File: config.mk
export PLATFORM = sky130hd
export DESIGN_NAME = hermes_local_arbiter
export DESIGN_NICKNAME = d
export VERILOG_FILES = /design/src/rtl/hermes_local_arbiter.sv
export SDC_FILE = /design/constraint.sdc
export NUM_CORES = 1
export LEC_CHECK = 0
export CORE_MARGIN = 2
export CORE_UTILIZATION = 38
export DETAILED_ROUTE_END_ITERATION = 6
export HOLD_SLACK_MARGIN = 0.06
export MAX_ROUTING_LAYER = met4
export PLACE_DENSITY = 0.79
export SLEW_MARGIN = 5
export SYNTH_ARGS = -nofsm -noshare
export SYNTH_HDL_FRONTEND = slang
export SYNTH_SLANG_ARGS = --single-unit
File: constraint.sdc
create_clock -name clk_i -period 2.3 [get_ports clk_i]
set_clock_uncertainty 0.1 [all_clocks]
set_input_delay 0.46 -clock clk_i [delete_from_list [all_inputs] [get_ports clk_i]]
set_output_delay 0.46 -clock clk_i [all_outputs]
set_load 0.03 [all_outputs]
File: src/rtl/hermes_local_arbiter.sv
// Packet-level round-robin arbiter that shares one Hermes LOCAL input port among NSRC sources.
// state   | meaning
// IDLE    | no owner; arbitrate among requesting sources
// HEADER  | owner granted; waiting for header flit
// SIZE    | waiting for size flit; loads payload counter
// PAYLOAD | forwarding payload until the counter hits terminal count
module hermes_local_arbiter #(
  parameter int NSRC      = 4,
  parameter int FLIT_SIZE = 32
) (
  input  logic                 clk_i,
  input  logic                 rst_ni,
  input  logic [NSRC-1:0]      src_rx_i,
  input  logic [FLIT_SIZE-1:0] src_data_i [NSRC],
  output logic [NSRC-1:0]      src_credit_o,
  output logic                 rx_o,
  output logic [FLIT_SIZE-1:0] data_o,
  input  logic                 credit_i,
  output logic [NSRC-1:0]      grant_o,
  output logic                 busy_o
);

  localparam int SEL_W = (NSRC > 1) ? $clog2(NSRC) : 1;

  localparam logic [1:0] S_IDLE    = 2'd0;
  localparam logic [1:0] S_HEADER  = 2'd1;
  localparam logic [1:0] S_SIZE    = 2'd2;
  localparam logic [1:0] S_PAYLOAD = 2'd3;

  localparam logic [SEL_W-1:0]     PTR_RST = SEL_W'(NSRC - 1);
  localparam logic [FLIT_SIZE-1:0] CNT_ONE = FLIT_SIZE'(1);

  logic [1:0]           state_q;
  logic [SEL_W-1:0]     sel_q;
  logic [SEL_W-1:0]     ptr_q;
  logic [FLIT_SIZE-1:0] cnt_q;

  logic [SEL_W-1:0] pick;
  logic [SEL_W-1:0] cand;
  logic             found;
  logic             xfer;

  // Rotating priority: first requester strictly after the last-served source.
  always_comb begin
    found = 1'b0;
    pick  = '0;
    cand  = '0;
    for (int i = 1; i <= NSRC; i++) begin
      cand = SEL_W'((int'(ptr_q) + i) % NSRC);
      if (!found && src_rx_i[cand]) begin
        found = 1'b1;
        pick  = cand;
      end
    end
  end

  assign busy_o = (state_q != S_IDLE);
  assign rx_o   = busy_o & src_rx_i[sel_q];
  assign data_o = busy_o ? src_data_i[sel_q] : '0;
  assign xfer   = rx_o & credit_i;

  always_comb begin
    src_credit_o = '0;
    grant_o      = '0;
    if (busy_o) begin
      grant_o[sel_q]      = 1'b1;
      src_credit_o[sel_q] = credit_i;
    end
  end

  always_ff @(posedge clk_i or negedge rst_ni) begin
    if (!rst_ni) begin
      state_q <= S_IDLE;
      sel_q   <= '0;
      ptr_q   <= PTR_RST;
      cnt_q   <= '0;
    end else begin
      case (state_q)
        S_IDLE: begin
          if (found) begin
            sel_q   <= pick;
            ptr_q   <= pick;
            state_q <= S_HEADER;
          end
        end
        S_HEADER: begin
          if (xfer) state_q <= S_SIZE;
        end
        S_SIZE: begin
          if (xfer) begin
            cnt_q   <= data_o;
            state_q <= (data_o == '0) ? S_IDLE : S_PAYLOAD;
          end
        end
        S_PAYLOAD: begin
          // Terminal-count compare before decrement, so an all-ones size never wraps.
          if (xfer) begin
            cnt_q <= cnt_q - CNT_ONE;
            if (cnt_q == CNT_ONE) state_q <= S_IDLE;
          end
        end
        default: state_q <= S_IDLE;
      endcase
    end
  end

endmodule

# Word-level counts from Yosys, hierarchy flattened
# Index checks and enable logic that the tools add are counted.
dict set report totals {
  ff_bits 38
  input_bits 135
  elab_cells 79
  out_inout_bits 42
}
dict set report op_classes {
  n_addsub 5
  n_lt_le_gt_ge 7
  n_bitwise 4
  muxes 36
  n_eq_ne 9
  n_reduce_logical 14
}
# op count
set op_table {}
lappend op_table {{2-to-1 mux 32 bit} 5}
lappend op_table {{binary-select mux 32 bit (select 2 bit)} 1}
lappend op_table {{case mux 32 bit (2 select lines)} 1}
lappend op_table {{== test 32 x 1 -> 1 bit, second input constant} 1}
lappend op_table {{logical NOT 32 bit} 1}
lappend op_table {{subtractor 32 x 1 -> 32 bit, second input constant} 1}
lappend op_table {{2-to-1 mux 2 bit} 10}
lappend op_table {{< comparator 2 x 3 -> 1 bit, second input constant} 5}
lappend op_table {{binary-select mux 1 bit (select 2 bit)} 5}
lappend op_table {{2-to-1 mux 1 bit} 10}
lappend op_table {{inequality test 2 bit, second input constant} 5}
lappend op_table {{2-to-1 mux 4 bit} 2}
lappend op_table {{case mux 2 bit (4 select lines)} 1}
lappend op_table {{AND reduction 5 bit} 1}
lappend op_table {{adder 2 x 1 -> 2 bit, second input constant} 2}
lappend op_table {{adder 2 bit, second input constant} 2}
lappend op_table {{AND 4 bit} 1}
lappend op_table {{== test 2 bit, second input constant} 2}
lappend op_table {{logical AND 1 bit} 4}
lappend op_table {{nonzero test 2 bit} 2}
lappend op_table {{greater-or-equal comparator 3 bit, second input constant} 1}
lappend op_table {{logical NOT 1 bit} 3}
lappend op_table {{inverter 2 -> 3 bit} 1}
lappend op_table {{AND reduction 3 bit} 1}
lappend op_table {{other kinds (6)} 7}

# Depth between registers and ports, before layout
dict set report depth {
  depth_word 15
  ltp_mapped 8
  ltp_nobuf 7
}

# Least setup slack after synthesis
# No wires, ideal clock.
dict set report synth_timing {
  path_type {reg2reg}
  startpoint {register sel_q[0]}
  endpoint {register state_q[0]}
  slack_ns 0.028
  path_buffers 2
  setup_ns 0.147
  required_time_ns 2.053
  period_less_slack_ns 2.272
  path_stages_with_launch 8
  t_arrival_ns 2.025
  cell_sequence {dfrtp_1 buf_2 buf_2 mux4_2 nor4_1 nand2_1 nor4_1 a221oi_1}
}
dict set report synth_via {
  elab_chain_cells 9
  word_cells_on_any_way 17
  cone_classes {eq/ne: 3; mux: 9; bitwise: 3; reduce/logical: 2}
}
# item line
set synth_lines {}
lappend synth_lines {{start, declared} 34} ;# logic [SEL_W-1:0] sel_q;
lappend synth_lines {{start signal, assigned} 81} ;# sel_q <= pick;
lappend synth_lines {{inverter 2 -> 3 bit (implied by the code)} 59} ;# assign data_o = busy_o ? src_data_i[sel_q] : '0;
lappend synth_lines {{binary-select mux 32 bit (select 2 bit)} 59}
lappend synth_lines {{2-to-1 mux 32 bit (implied by the code) (2 in series)} 59}
lappend synth_lines {{2-to-1 mux 32 bit} 59}
lappend synth_lines {{logical NOT 32 bit} 92} ;# state_q <= (data_o == '0) ? S_IDLE : S_PAYLOAD;
lappend synth_lines {{2-to-1 mux 2 bit} 92}
lappend synth_lines {{2-to-1 mux 2 bit} 90} ;# if (xfer) begin
lappend synth_lines {{case mux 2 bit (4 select lines)} 78} ;# case (state_q)
lappend synth_lines {{end signal, assigned} 92}
lappend synth_lines {{end, declared} 33} ;# logic [1:0] state_q;
# Several ways; a longest one is shown, not always the timed one. The select of a mux whose other input is x is not followed.
# A chain may end at the register's enable or synchronous reset.

# Worst setup path in the final report
dict set report layout_timing {
  startpoint {register sel_q[0]}
  endpoint {output data_o[22]}
}
dict set report layout_via {
  elab_chain_cells 5
}
# item line
set layout_lines {}
lappend layout_lines {{inverter 2 -> 3 bit (implied by the code)} 59}
lappend layout_lines {{binary-select mux 32 bit (select 2 bit)} 59}
lappend layout_lines {{2-to-1 mux 32 bit (implied by the code) (2 in series)} 59}
lappend layout_lines {{2-to-1 mux 32 bit} 59}
lappend layout_lines {{end, declared} 17} ;# output logic [FLIT_SIZE-1:0] data_o,
# Every way passes these cells. The select of a mux whose other input is x is not followed.

==> run summary <==
DR DRC count - 0
DRT iter0 DRCs - 457
Req. time, crit path - 1.74 ns
Synth top area share - 24.7%
family with the most delay on the worst path - multiplexers
total chip power - 8.42 mW
RSZ-0062 raised after global routing - true
Hold Violations, Final - 0
flop-to-flop setup slack - -0.24 ns
upper clock frequency limit - 394 MHz
H-Tree Depth - 2
Synth Area in Simple Gates - 27.0%
vias in the first global route - 4694
Mapped Nets - 536
post-synthesis sequential area ratio - 26.2%
CP Class - reg2out
chip height - 102 um
slowest CP cell - mux4_2
leading post-synthesis cells by cell area - dfrtp_1 (25%), mux4_2 (20%), and2_1 (6.2%)
Sequential Area - 955 sq um
CTS clk-pin slew, worst paths - 0.07 ns
CP startpoint - sel_q[0]
Core Footprint - 9280 sq um
worst r2r src - sel_q[0]
Worst path max stage delay - 0.54 ns
most frequent CP cell - buf_4
synthesis-to-finish area growth - 80.4%
clk buf depth - 2
Clk Latency, worst-skew pair - 0.31 ns
non-filler cells, final - 780
Max rail drop VDD - 0.780 mV
CP Launch Type - flop
Syn Inst Count - 399
post-DP HPWL - 12500 um
Post-Place Cells - 751
post-synthesis register bit count - 38
Final ANT Viol Nets - 0
Clock Tree Root - clkbuf_8
Inserted Diodes - 0
grt total ovfl - 0
largest family of logic cells by synthesized area - simple AND/OR/NAND/NOR gates
DIE AREA - 10400 sq um
final wirelength - 17100 um
Synth area leader - dfrtp_1
cells along the critical path - buf_4 -> mux4_2 -> buf_4 -> and2_1 -> buf_4
pwr dens - 1280 nW/um^2
worst path arrival time - 1.98 ns
initial antenna violation count - 0
worst path bufs/invs - 3
Worst Reg2Reg Path Length in Cells - 7
syn_area_per_cell - 9.13 sq um
worst setup margin - -0.239 ns
Core Util, Final - 70.8%
Starting Density - 39.2%
HP Class - reg2reg
outcome - finished with violations
# IOs - 177
Die Span X - 102 um
Pins Over Slew Limit - 0
Compound-Gate Fraction of Synth Area - 18.4%
Crit. End Element - output port
worst-margin pin slew - 0.528 ns
first-pass GRT wire length - 25400 um
Ys Warns - 0
largest net degree at the start of global routing - 39
clock sink total - 38
Avg Vias per Cell - 6.00
Mapped Area - 3640 sq um
Slew headroom - 64.5%
part of the cycle the worst path needs - 110%
Tot GR Track Use - 33.0%
max cap viols - 0
crit path max fanout - 4
post-layout net count - 787
Fill cells - 681
main flop type after synthesis - dfrtp_1
Synth Area in XOR/XNOR - 0.240%
GPL Wtd Cong - 0.962
Routed WL per cell - 21.9 um
I/O Buffers - 176
share of cells above drive strength 1 - 36.6%
WP depth - 5
via count - 4682
Adder-Cell Fraction of Synth Area - 0.687%
cts bufs inserted - 5
Distinct cells, synth - 53
mux share of post-synthesis cell area - 22.6%
r2r endpoint - state_q[1]
area of the multi-input gates - 2680 sq um
asr flop ratio synth - 100%
Static Leak - 2.65 nW
violated checks - negative setup slack
Final min period - 2.54 ns
EDFF count, synth - 0
Row Count - 35
first drt pass iteration count - 5
end of the critical path - data_o[22]
CTS tree - yes
Finish-stage setup viols - 34
[cell usage in the layout, fill, tap and decap left out, drive strengths merged, types with 8 or more instances in the layout]
cell type and n:
clkdlybuf4s50 134, buf 132, dfrtp 36, and2 36, mux4 33, nor2 32, nand2 26, o21ai 25
nor4 20, nor3 18, a21oi 15, a22oi 12, inv 11, a31oi 9, mux2i 8, and3 8
nand3 8, clkbuf 8
[sequential cells by signal, indices dropped and copies added (netlist names)]
signal / count
cnt_q: 32
ptr_q: 2
sel_q: 2
state_q: 2
[worst min-delay path by stage]
stage	start	slack, ns	cells past startpoint	end
after CTS	cnt_q[6]	0.41	2	cnt_q[6]
after global routing	cnt_q[6]	0.45	2	cnt_q[6]
after floorplan	rst_ni	0.06	0	cnt_q[0]
after detailed placement	cnt_q[6]	0.40	2	cnt_q[6]
after global placement	cnt_q[6]	0.38	2	cnt_q[6]
final	cnt_q[6]	0.42	2	cnt_q[6]
[report_power, final]
group / switching, mW / internal [mW]
logic: 3.34 / 3.31
registers: 0.328 / 0.943
clock network: 0.253 / 0.242
total: 3.92 / 4.50
[per-layer routing]
layer | routed length (um) | up-vias | global-route usage (%)
li1 | - | 2054 | -
met1 | 6170 | 2273 | 38.6
met2 | 8640 | 295 | 55.5
met3 | 1420 | 60 | 6.57
met4 | 818 | 0 | 13.8
met5 | 0 | - | -
[worst min-delay path, cell delays in order, from the launching register on]
cell	delay, ns
dfrtp_1	0.34
o21ai_0	0.07
o21ai_0	0.07
[cells by family (layout without fill, tap and decap cells)]
| family | Yosys count | count (layout) |
|---|---|---|
| flip-flops | 38 | 38 |
| adder cells (fa/ha/maj) | 2 | 2 |
| multiplexers | 41 | 41 |
| buffers and inverters | 43 | 295 |
| AO/OA/AOI/OAI | 100 | 100 |
| XOR/XNOR | 1 | 1 |
| AND/OR/NAND/NOR | 174 | 174 |
[cell usage after synthesis, types with 3 or more instances]
cell type and n:
or3_1 5, inv_1 11, dfrtp_1 36, o311ai_0 3
nor2_1 32, a21oi_1 15, nand2b_1 5, clkbuf_1 23
o21ai_0 25, nor3_1 18, o221a_2 4, and3_1 8
o2bb2ai_1 3, o211ai_1 6, mux2i_1 8, buf_2 6
nand3_1 7, or4_1 4, mux4_2 33, a31oi_1 9
nor4_1 16, and2_1 36, a22oi_1 12, o22ai_1 7
nand2_1 26
[repair_timing]
| item | 4_1_cts | 5_1_grt |
|---|---|---|
| gates resized for setup | 168 | 34 |
| gates cloned | 1 | 0 |
| pin swaps | 12 | 6 |
| endpoints found under the setup margin | 40 | 46 |
| buffers inserted | 15 | 7 |
| hold buffers | 0 | 0 |
[per-stage QoR]
stage | hold slack (ns) | setup WS [ns] | setup TNS, ns | instance area, sq um
6_report | 0.418 | -0.239 | -4.63 | 6570
4_1_cts | 0.414 | -0.217 | -4.64 | 6460
2_1_floorplan | 0.0644 | 0.0284 | 0 | 3640
3_5_place_dp | 0.397 | -0.492 | -16.03 | 6070
3_3_place_gp | 0.381 | -0.434 | -15.22 | 6070
5_1_grt | 0.445 | -0.294 | -6.44 | 6570
[layout make-up]
class / instances / share of cell area (%)
clock buffer: 7 / 1.31
clock inverter: 1 / 0.0761
inverter: 11 / 0.742
multi-input combinational: 318 / 40.7
sequential: 38 / 14.5
tap: 129 / 2.46
timing repair buffer: 276 / 40.2
(Power assumes the default switching activity.)
